===== config.mk =====
export PLATFORM = sky130hd
export DESIGN_NAME = piso_serializer
export DESIGN_NICKNAME = d
export VERILOG_FILES = /design/src/rtl/shift_pkg.sv /design/src/rtl/piso_hold_buf.sv /design/src/rtl/piso_serializer.sv
export SDC_FILE = /design/constraint.sdc
export NUM_CORES = 1
export LEC_CHECK = 0
export ABC_AREA = 1
export BUFFER_PORTS_ARGS = -buffer_cell sky130_fd_sc_hd__buf_2
export CAP_MARGIN = 15
export CORE_AREA = 8 8 45 47
export CTS_BUF_LIST = sky130_fd_sc_hd__clkbuf_8
export DETAILED_ROUTE_END_ITERATION = 12
export DIE_AREA = 0 0 53 55
export GPL_TIMING_DRIVEN = 0
export PLACE_DENSITY = 0.7
export SLEW_MARGIN = 20
export SYNTH_ARGS = -nofsm -noshare
export SYNTH_HDL_FRONTEND = slang
export SYNTH_SLANG_ARGS = --single-unit

===== constraint.sdc =====
create_clock -name clk -period 3.6 [get_ports clk]
set_clock_uncertainty 0.1 [all_clocks]
set_input_delay 0.72 -clock clk [delete_from_list [all_inputs] [get_ports clk]]
set_output_delay 0.72 -clock clk [all_outputs]
set_load 0.05 [all_outputs]

===== src/rtl/shift_pkg.sv =====
// Shared types for the PISO serializer: FSM state encoding and bit-counter sizing.
package shift_pkg;

  typedef enum logic {
    IDLE  = 1'b0,
    SHIFT = 1'b1
  } state_t;

  function automatic int cnt_width(input int n);
    return (n < 2) ? 1 : $clog2(n);
  endfunction

endpackage


===== src/rtl/piso_hold_buf.sv =====
// One-entry holding register that parks the next word while the current one shifts out.
module piso_hold_buf #(
  parameter int N = 4
) (
  input  logic         clk,
  input  logic         rst,
  input  logic         i_wr,
  input  logic         i_rd,
  input  logic [N-1:0] i_data,
  output logic [N-1:0] o_data,
  output logic         o_full
);

  logic         r_full;
  logic [N-1:0] r_data;

  // Write only happens while empty and read only while full, so they never collide.
  always_ff @(posedge clk) begin
    if (rst) begin
      r_full <= 1'b0;
      r_data <= '0;
    end else if (i_wr) begin
      r_full <= 1'b1;
      r_data <= i_data;
    end else if (i_rd) begin
      r_full <= 1'b0;
    end
  end

  assign o_data = r_data;
  assign o_full = r_full;

endmodule


===== src/rtl/piso_serializer.sv =====
// Parallel-in/serial-out transmitter: valid/ready word input, one bit per clock out,
// with a one-word hold buffer so consecutive words stream without a gap.
//
//   state | meaning
//   IDLE  | nothing on the line, waiting for a word
//   SHIFT | serial_out carries bit r_bit_cnt of r_shift
module piso_serializer
  import shift_pkg::*;
#(
  parameter int N         = 4,
  parameter bit LSB_FIRST = 1'b1
) (
  input  logic         clk,
  input  logic         rst,
  input  logic [N-1:0] par_data,
  input  logic         par_valid,
  output logic         par_ready,
  output logic         serial_out,
  output logic         serial_valid,
  output logic         serial_last,
  output logic         busy
);

  localparam int            CW   = cnt_width(N);
  localparam logic [CW-1:0] LAST = CW'(N - 1);

  state_t        r_state, w_state_nxt;
  logic [N-1:0]  r_shift, w_shift_nxt;
  logic [CW-1:0] r_bit_cnt, w_cnt_nxt, w_idx;
  logic          r_sout, w_sout_nxt;
  logic          w_xfer, w_last;
  logic          w_hold_wr, w_hold_rd, w_hold_full;
  logic [N-1:0]  w_hold_data;

  assign w_xfer = par_valid && !w_hold_full;
  assign w_last = (r_bit_cnt == LAST);

  piso_hold_buf #(.N(N)) u_hold (
    .clk    (clk),
    .rst    (rst),
    .i_wr   (w_hold_wr),
    .i_rd   (w_hold_rd),
    .i_data (par_data),
    .o_data (w_hold_data),
    .o_full (w_hold_full)
  );

  always_comb begin
    w_state_nxt = r_state;
    w_shift_nxt = r_shift;
    w_cnt_nxt   = r_bit_cnt;
    w_hold_wr   = 1'b0;
    w_hold_rd   = 1'b0;
    case (r_state)
      IDLE: begin
        if (w_xfer) begin
          w_state_nxt = SHIFT;
          w_shift_nxt = par_data;
          w_cnt_nxt   = '0;
        end
      end
      SHIFT: begin
        if (!w_last) begin
          w_cnt_nxt = r_bit_cnt + CW'(1);
          w_hold_wr = w_xfer;
        end else if (w_hold_full) begin
          w_shift_nxt = w_hold_data;
          w_cnt_nxt   = '0;
          w_hold_rd   = 1'b1;
        end else if (w_xfer) begin
          // Hold is empty on the last bit: take the new word straight into the shifter.
          w_shift_nxt = par_data;
          w_cnt_nxt   = '0;
        end else begin
          w_state_nxt = IDLE;
          w_cnt_nxt   = '0;
        end
      end
      default: begin
        w_state_nxt = IDLE;
        w_cnt_nxt   = '0;
      end
    endcase
    w_idx      = LSB_FIRST ? w_cnt_nxt : (LAST - w_cnt_nxt);
    w_sout_nxt = (w_state_nxt == SHIFT) && w_shift_nxt[w_idx];
  end

  always_ff @(posedge clk) begin
    if (rst) begin
      r_state   <= IDLE;
      r_shift   <= '0;
      r_bit_cnt <= '0;
      r_sout    <= 1'b0;
    end else begin
      r_state   <= w_state_nxt;
      r_shift   <= w_shift_nxt;
      r_bit_cnt <= w_cnt_nxt;
      r_sout    <= w_sout_nxt;
    end
  end

  assign serial_valid = (r_state == SHIFT);
  assign serial_out   = r_sout;
  assign serial_last  = serial_valid && w_last;
  assign busy         = serial_valid || w_hold_full;
  assign par_ready    = !w_hold_full;

endmodule

==> results by group, run 1 <==
Outcome
  • Status: completed

Clock network
  • Cts repair resizes: 0
  • Htree depth: 1
  • Clk Latency, worst-skew pair: 0.24 ns
  • CTS buffer count: 3
  • CTS max path bufs: 2
  • CTS tree: built
  • Post-CTS setup buffers: 0
  • Clock root buffer: clkbuf_8
  • CTS hold repair buffers: 0
  • CTS sink count: 13
  • Clk slew on worst S/H paths: 0.06 ns

Cells and area
  • Fin nets: 121
  • P&R area growth vs syn: 19.28%
  • Share of post-route cells with drive strength above 1: 0.1875
  • Ant. Diodes: 0
  • Final cell area excluding filler cells: 743.2 sq um

Synth
  • Register area share after synthesis: 0.4177
  • Post-synth EDFFs: 0
  • Most common cell in the netlist: nand2_1
  • Netlist Area Pre-Place: 623.1 sq um
  • Synthesized area per cell: 6.424 sq um
  • Mapped Nets: 105
  • Synth cell types: 12
  • Synth Register Bits: 13
  • Top FF cell, synth: dfxtp_1
  • Yosys top cell area share: 0.4177
  • Most area-hungry cell type in the Yosys netlist: dfxtp_1
  • Top post-synthesis cells by area: dfxtp_1, nand2_1, nor2_1
  • Post-Syn Instances: 97
  • Yosys Warn Count: 0
  • Synth top cells by count: nand2_1, nor2_1, dfxtp_1
  • FFs w/ async S/R, synth: 0

Power and ir drop
  • VDD IR max: 320.6 uV
  • PD cells: 487.6 nW/um^2
  • P_leak: 0.3803 nW

STA
  • Setup TNS: 0 ns
  • Period Utilization, post-route: 0.5671
  • RSZ-0062 raised after global routing: no
  • Final Hold Slack: 0.3612 ns
  • Fmax: 0.4899 GHz
  • Minimum clock period: 2.041 ns
  • Final hold viol count: 0
  • Max-slew headroom: 0.6864
  • Worst slew pin tran: 0.4704 ns
  • Max Slew Vio Count: 0
  • Setup Viol. Count Final: 0

Routing
  • Via Count: 622
  • Post-detailed-route count of antenna-violating nets: 0
  • Residual DRC: 0
  • Wire per inst: 10.34 um
  • Pre-Repair DR Iteration Count: 4
  • Vias/cell: 4.859
  • Drt initial violations: 8
  • Total wire length: 1.323 mm

Worst hold path
  • HP Start: u_hold.o_data[3]
  • Worst Hold Class: register to register

Floorplan
  • Initial Utilization: 0.4503
  • Die area: 2915 sq um
  • Num ports: 12
  • Chip width: 53 um
  • Core region area: 1384 sq um
  • Die height: 55 um
  • Cell Rows: 14

Global route
  • Largest net degree at the start of global routing: 11
  • Remaining Overflow, GRT: 0
  • First-pass GRT wire length: 2.208 mm
  • Aggregate global-route resource usage: 0.1007
  • Antenna violations before repair: 0
  • Vias in the first global route: 559

Setup path
  • Max stage delay on crit path: 0.36 ns
  • Crit-path slowest cell: dfxtp_1
  • Max FO, Critical Path: 4
  • Critical path start-end classification: register to primary output
  • Crit. End Element: primary output
  • Arrival time at the worst endpoint: 1.22 ns
  • WP data required: 2.78 ns
  • CP Launch Point: r_bit_cnt[0]
  • Type of element launching the critical path: register
  • CP Cell Sequence: ha_1 > nand2_1 > inv_1 > buf_2
  • Worst R2R Start: r_bit_cnt[0]

Flow run
  • Maxcap violations: 0

Placed design
  • DP Area: 698.2 sq um
  • Dpl hpwl: 1.037 mm
  • IO buf count: 11
  • GPL Wtd Cong: 0.7303
-- sequential cells by signal (all words and copies together) (netlist names) --
register       cells
r_bit_cnt          2
r_shift            4
serial_valid       1
u_hold.o_data      4
serial_out         1
u_hold.o_full      1
-- cell families (layout without fill, tap and decap cells) --
kind of cell | after synthesis | after routing | share of synthesized area
simple gates | 67 | 67 | 0.4518
flops | 13 | 13 | 0.4177
fa+ha+maj | 1 | 1 | 0.02008
buf+inv | 9 | 24 | 0.05421
compound gates | 7 | 7 | 0.05622
-- per-layer routing --
| layer | global-route usage | share of wire | wire length [um] |
|---|---|---|---|
| met1 | 0.1084 | 0.46 | 612 |
| met2 | 0.1738 | 0.46 | 611 |
| met3 | 0.04011 | 0.055 | 73 |
| met4 | 0.03879 | 0.020 | 26 |
| met5 | 0 | 0 | 0 |
-- report_power, final --
group	internal [W]	switching [W]
Sequential	0.000155	0.00000681
Clock	0.0000753	0.0000526
Combinational	0.0000226	0.0000503
-- worst max-delay path, delay by kind of cell (launching register included) --
kind	cells	cell delay [ns]
flip-flops	1	0.36
buffers and inverters	2	0.31
AND/OR/NAND/NOR	1	0.08
adder cells (fa/ha/maj)	1	0.24
-- final timing paths --
kind,endpoint,slack [ns],cells after the start
max,serial_last,1.56,4
min,u_hold.o_data[3],0.36,2
max reg2reg,serial_out,2.13,8
min reg2reg,u_hold.o_data[3],0.36,2
-- area by class of cell --
cell class / instances / area (sq um)
plain buffers: 1 / 3.754
clock buffers: 3 / 41.29
clock inverters: 1 / 3.754
fillers: 150 / 640.6
inverters: 8 / 30.03
multi-input cells: 75 / 329.1
flip-flops and latches: 13 / 260.3
well taps: 16 / 20.02
repair buffers: 11 / 55.05
-- stage by stage --
stage,std cells,util,total power [W],setup WS [ns]
6_report,128,0.5371,0.0003624,1.559
5_1_grt,128,0.5371,0.0003815,1.492
4_1_cts,128,0.5371,0.0003653,1.543
3_5_place_dp,124,0.5045,0.0002380,1.803
3_3_place_gp,124,0.5045,0.0002368,1.836
2_1_floorplan,97,-,0.0002200,1.571
-- layout by cell type, fill, tap and decap left out --
master	n
nand2_1	29
nor2_1	22
dfxtp_1	13
nand3_1	12
buf_2	11
a21oi_1	7
inv_1	6
inv_2	3
clkbuf_8	3
nand2_2	2
clkbuf_1	1
nand2_4	1
nor2_2	1
ha_1	1
Power figures use the tool's default switching activity.
==> run 2, diff against run 1 <==
ABC_AREA = 0   (was 1)
CORE_AREA = default   (was 8 8 45 47)
CORE_MARGIN = 8   (was default)
CORE_UTILIZATION = 50   (was default)
DIE_AREA = default   (was 0 0 53 55)
PLACE_DENSITY = 0.76   (was 0.7)
clock period = 1.7 ns   (was 3.6 ns; I/O delays follow)
==> results by group, run 2 <==
Cells and area
  • Commonest cells after routing, fill and taps aside: nor2_1, buf_2, dfxtp_1
  • Most common cell after layout, fill and taps aside: nor2_1
  • Ant. Diodes: 0 (unchanged)
  • Util after Layout: 0.6673 (+0.1302)
  • Fin nets: 103 (-15%)
  • Share of post-route cells with drive strength above 1: 0.3936 (+0.2061)
  • P&R area growth vs syn: 25.27%

Floorplan
  • Num ports: 12 (unchanged)
  • Die area: 2834 sq um (-2.8%)
  • Cell Rows: 13 (-1)
  • Core region area: 1301 sq um (-6.0%)
  • Initial Utilization: 0.5327 (+0.08242)
  • Chip width: 53.24 um (+0.44%)
  • Die height: 53.24 um (-3.2%)

Power and ir drop
  • P_leak: 0.3540 nW (-6.9%)
  • PD cells: 923.5 nW/um^2 (+89%)
  • VDD IR max: 641.8 uV (+100%)
  • Reg power frac: 0.431 (-0.015)
  • Comb pwr share: 0.236 (+0.035)
  • P_sw: 0.0002355 W (+110%)
  • Internal: 0.0005664 W (+120%)
  • Clock Power Share: 0.333 (-0.020)
  • Sw Ratio: 0.2937 (-0.008925)

Placed design
  • Dpl hpwl: 1.181 mm (+14%)
  • IO buf count: 10 (-1)
  • GPL Wtd Cong: 0.7980 (+9.3%)

Clock network
  • Clk slew on worst S/H paths: 0.05 ns (about the same)
  • Clk Latency, worst-skew pair: 0.24 ns (about the same)
  • CTS sink count: 13 (unchanged)
  • Htree depth: 1 (unchanged)
  • CTS max path bufs: 2 (unchanged)
  • Clock root buffer: clkbuf_8
  • CTS tree: built
  • CTS buffer count: 3 (unchanged)

Synth
  • Synth Register Bits: 13 (unchanged)
  • Yosys top cell area share: 0.3755 (-0.04222)
  • Synthesized area per cell: 9.002 sq um (+40%)
  • Register area share after synthesis: 0.3755 (-0.04222)
  • Post-Syn Instances: 77 (-21%)
  • Netlist Area Pre-Place: 693.2 sq um (+11%)
  • Synth top cells by count: nor2_1, dfxtp_1, nand2b_1
  • Most area-hungry cell type in the Yosys netlist: dfxtp_1
  • Synth cell types: 30 (+18)
  • Post-synth EDFFs: 0 (unchanged)
  • Yosys Warn Count: 0 (unchanged)
  • Most common cell in the netlist: nor2_1
  • FFs w/ async S/R, synth: 0 (unchanged)
  • Mapped Nets: 85 (-19%)
  • Top FF cell, synth: dfxtp_1
  • Top post-synthesis cells by area: dfxtp_1, nor2_1, mux2i_1

Setup path
  • Arrival time at the worst endpoint: 1.84 ns (+0.62 ns)
  • Crit. End Element: register
  • Max FO, Critical Path: 6 (+2)
  • Critical path start-end classification: register to register
  • WP data required: 1.77 ns (-1.01 ns)
  • Type of element launching the critical path: register

STA
  • Setup Viol. Count Final: 2 (+2)
  • Worst slew pin tran: 0.4723 ns (+0.001965 ns)
  • Max-slew headroom: 0.6851 (-0.001310)
  • Period Utilization, post-route: 1.045
  • RSZ-0062 raised after global routing: yes
  • Max Slew Vio Count: 0 (unchanged)
  • Final hold viol count: 0 (unchanged)
  • Setup ws final: -0.07623 ns (-1.635 ns)
  • Fmax: 0.5630 GHz
  • Minimum clock period: 1.776 ns
  • Final Hold Slack: 0.2124 ns (-0.1489 ns)

Routing
  • Residual DRC: 0 (unchanged)
  • Post-detailed-route count of antenna-violating nets: 0 (unchanged)
  • Drt initial violations: 16 (+8)
  • Wire per inst: 15.25 um (+48%)
  • Pre-Repair DR Iteration Count: 4 (unchanged)
  • Vias/cell: 5.817 (+20%)
  • Via Count: 634 (+1.9%)
  • Total wire length: 1.662 mm (+26%)

Global route
  • Aggregate global-route resource usage: 0.1246 (+0.02387)
  • Remaining Overflow, GRT: 0 (unchanged)
  • Antenna violations before repair: 0 (unchanged)
  • First-pass GRT wire length: 2.601 mm (+18%)
  • Largest net degree at the start of global routing: 11 (unchanged)
  • Vias in the first global route: 587 (+5.0%)

Flow run
  • Maxcap violations: 0 (unchanged)

Outcome
  • Status: complete, but fails checks
  • Failing checks: negative setup slack

Worst hold path
  • Worst Hold Class: input pin to register
-- run 2: critical path, cell delays in order, from the launching register on --
cell and delay, ns:
dfxtp_4 0.35, ha_4 0.17, buf_6 0.13, nand2_2 0.08, o32ai_2 0.07, a41o_1 0.23
mux4_2 0.48, nor3_2 0.11
-- run 2: cell type report --
class / instances / area (sq um)
flip-flops and latches: 13 / 269.0
clock buffers: 3 / 41.29
clock inverters: 1 / 3.754
multi-input cells: 57 / 412.9
fillers: 111 / 432.9
inverters: 3 / 15.01
repair buffers: 13 / 76.32
well taps: 15 / 18.77
plain buffers: 4 / 31.28
-- run 2: through the flow --
step                power (W)  setup slack, ns  TNS (ns)  std cells  instance area (sq um)
finish              0.0008019         -0.07623  -0.09569        109                  868.3
global route        0.0008353          -0.1065   -0.1736        109                  868.3
CTS                 0.0008038         -0.07180  -0.07180        108                  859.6
detailed placement  0.0005341          -0.1507   -0.1507        102                  793.3
global placement    0.0005287          -0.1437   -0.1437        102                  793.3
floorplan           0.0004928         -0.02968  -0.02968         77                  724.4
-- run 2: kinds of logic (layout without fill, tap and decap cells) --
logic type               count (synthesis)  after routing  share of synthesized area
AO/OA/AOI/OAI                           18             18                     0.2040
adder cells (fa/ha/maj)                  1              1                    0.01805
buffers and inverters                    8             24                    0.07760
flip-flops                              13             13                     0.3755
multiplexers                             5              5                    0.09025
AND/OR/NAND/NOR                         32             33                     0.2346
-- run 2: path summary, 6_finish.rpt --
path / endpoint / from / cells after the start / slack [ns]
worst min-delay path: serial_out / rst / 2 / 0.21
worst min register to register: u_hold.o_data[1] / u_hold.o_data[1] / 2 / 0.40
worst max-delay path: serial_out / r_bit_cnt[0] / 7 / -0.08
worst max register to register: serial_out / r_bit_cnt[0] / 7 / -0.08
-- run 2: what timing repair did --
item / in CTS / in global routing
hold buffers: 0 / 0
endpoints found under the setup margin: 1 / 2
gates resized for setup: 4 / 0
setup buffers: 3 / 0
pin swaps: 3 / 2
gates cloned: 0 / 1
-- run 2: layer usage --
metal	global-route usage	vias up	wire (um)
li1	-	307	-
met1	0.1388	297	700
met2	0.2031	26	808
met3	0.03361	4	119
met4	0.07983	0	34
met5	0	-	0
-- run 2: power by group through the flow --
stage,sequential (W),clock (W),combinational (W)
final,0.000346,0.000267,0.000189
after global routing,0.000348,0.000282,0.000205
after CTS,0.000344,0.000272,0.000188
after detailed placement,0.000351,0,0.000183
after global placement,0.000350,0,0.000179
after floorplan,0.000365,0,0.000128
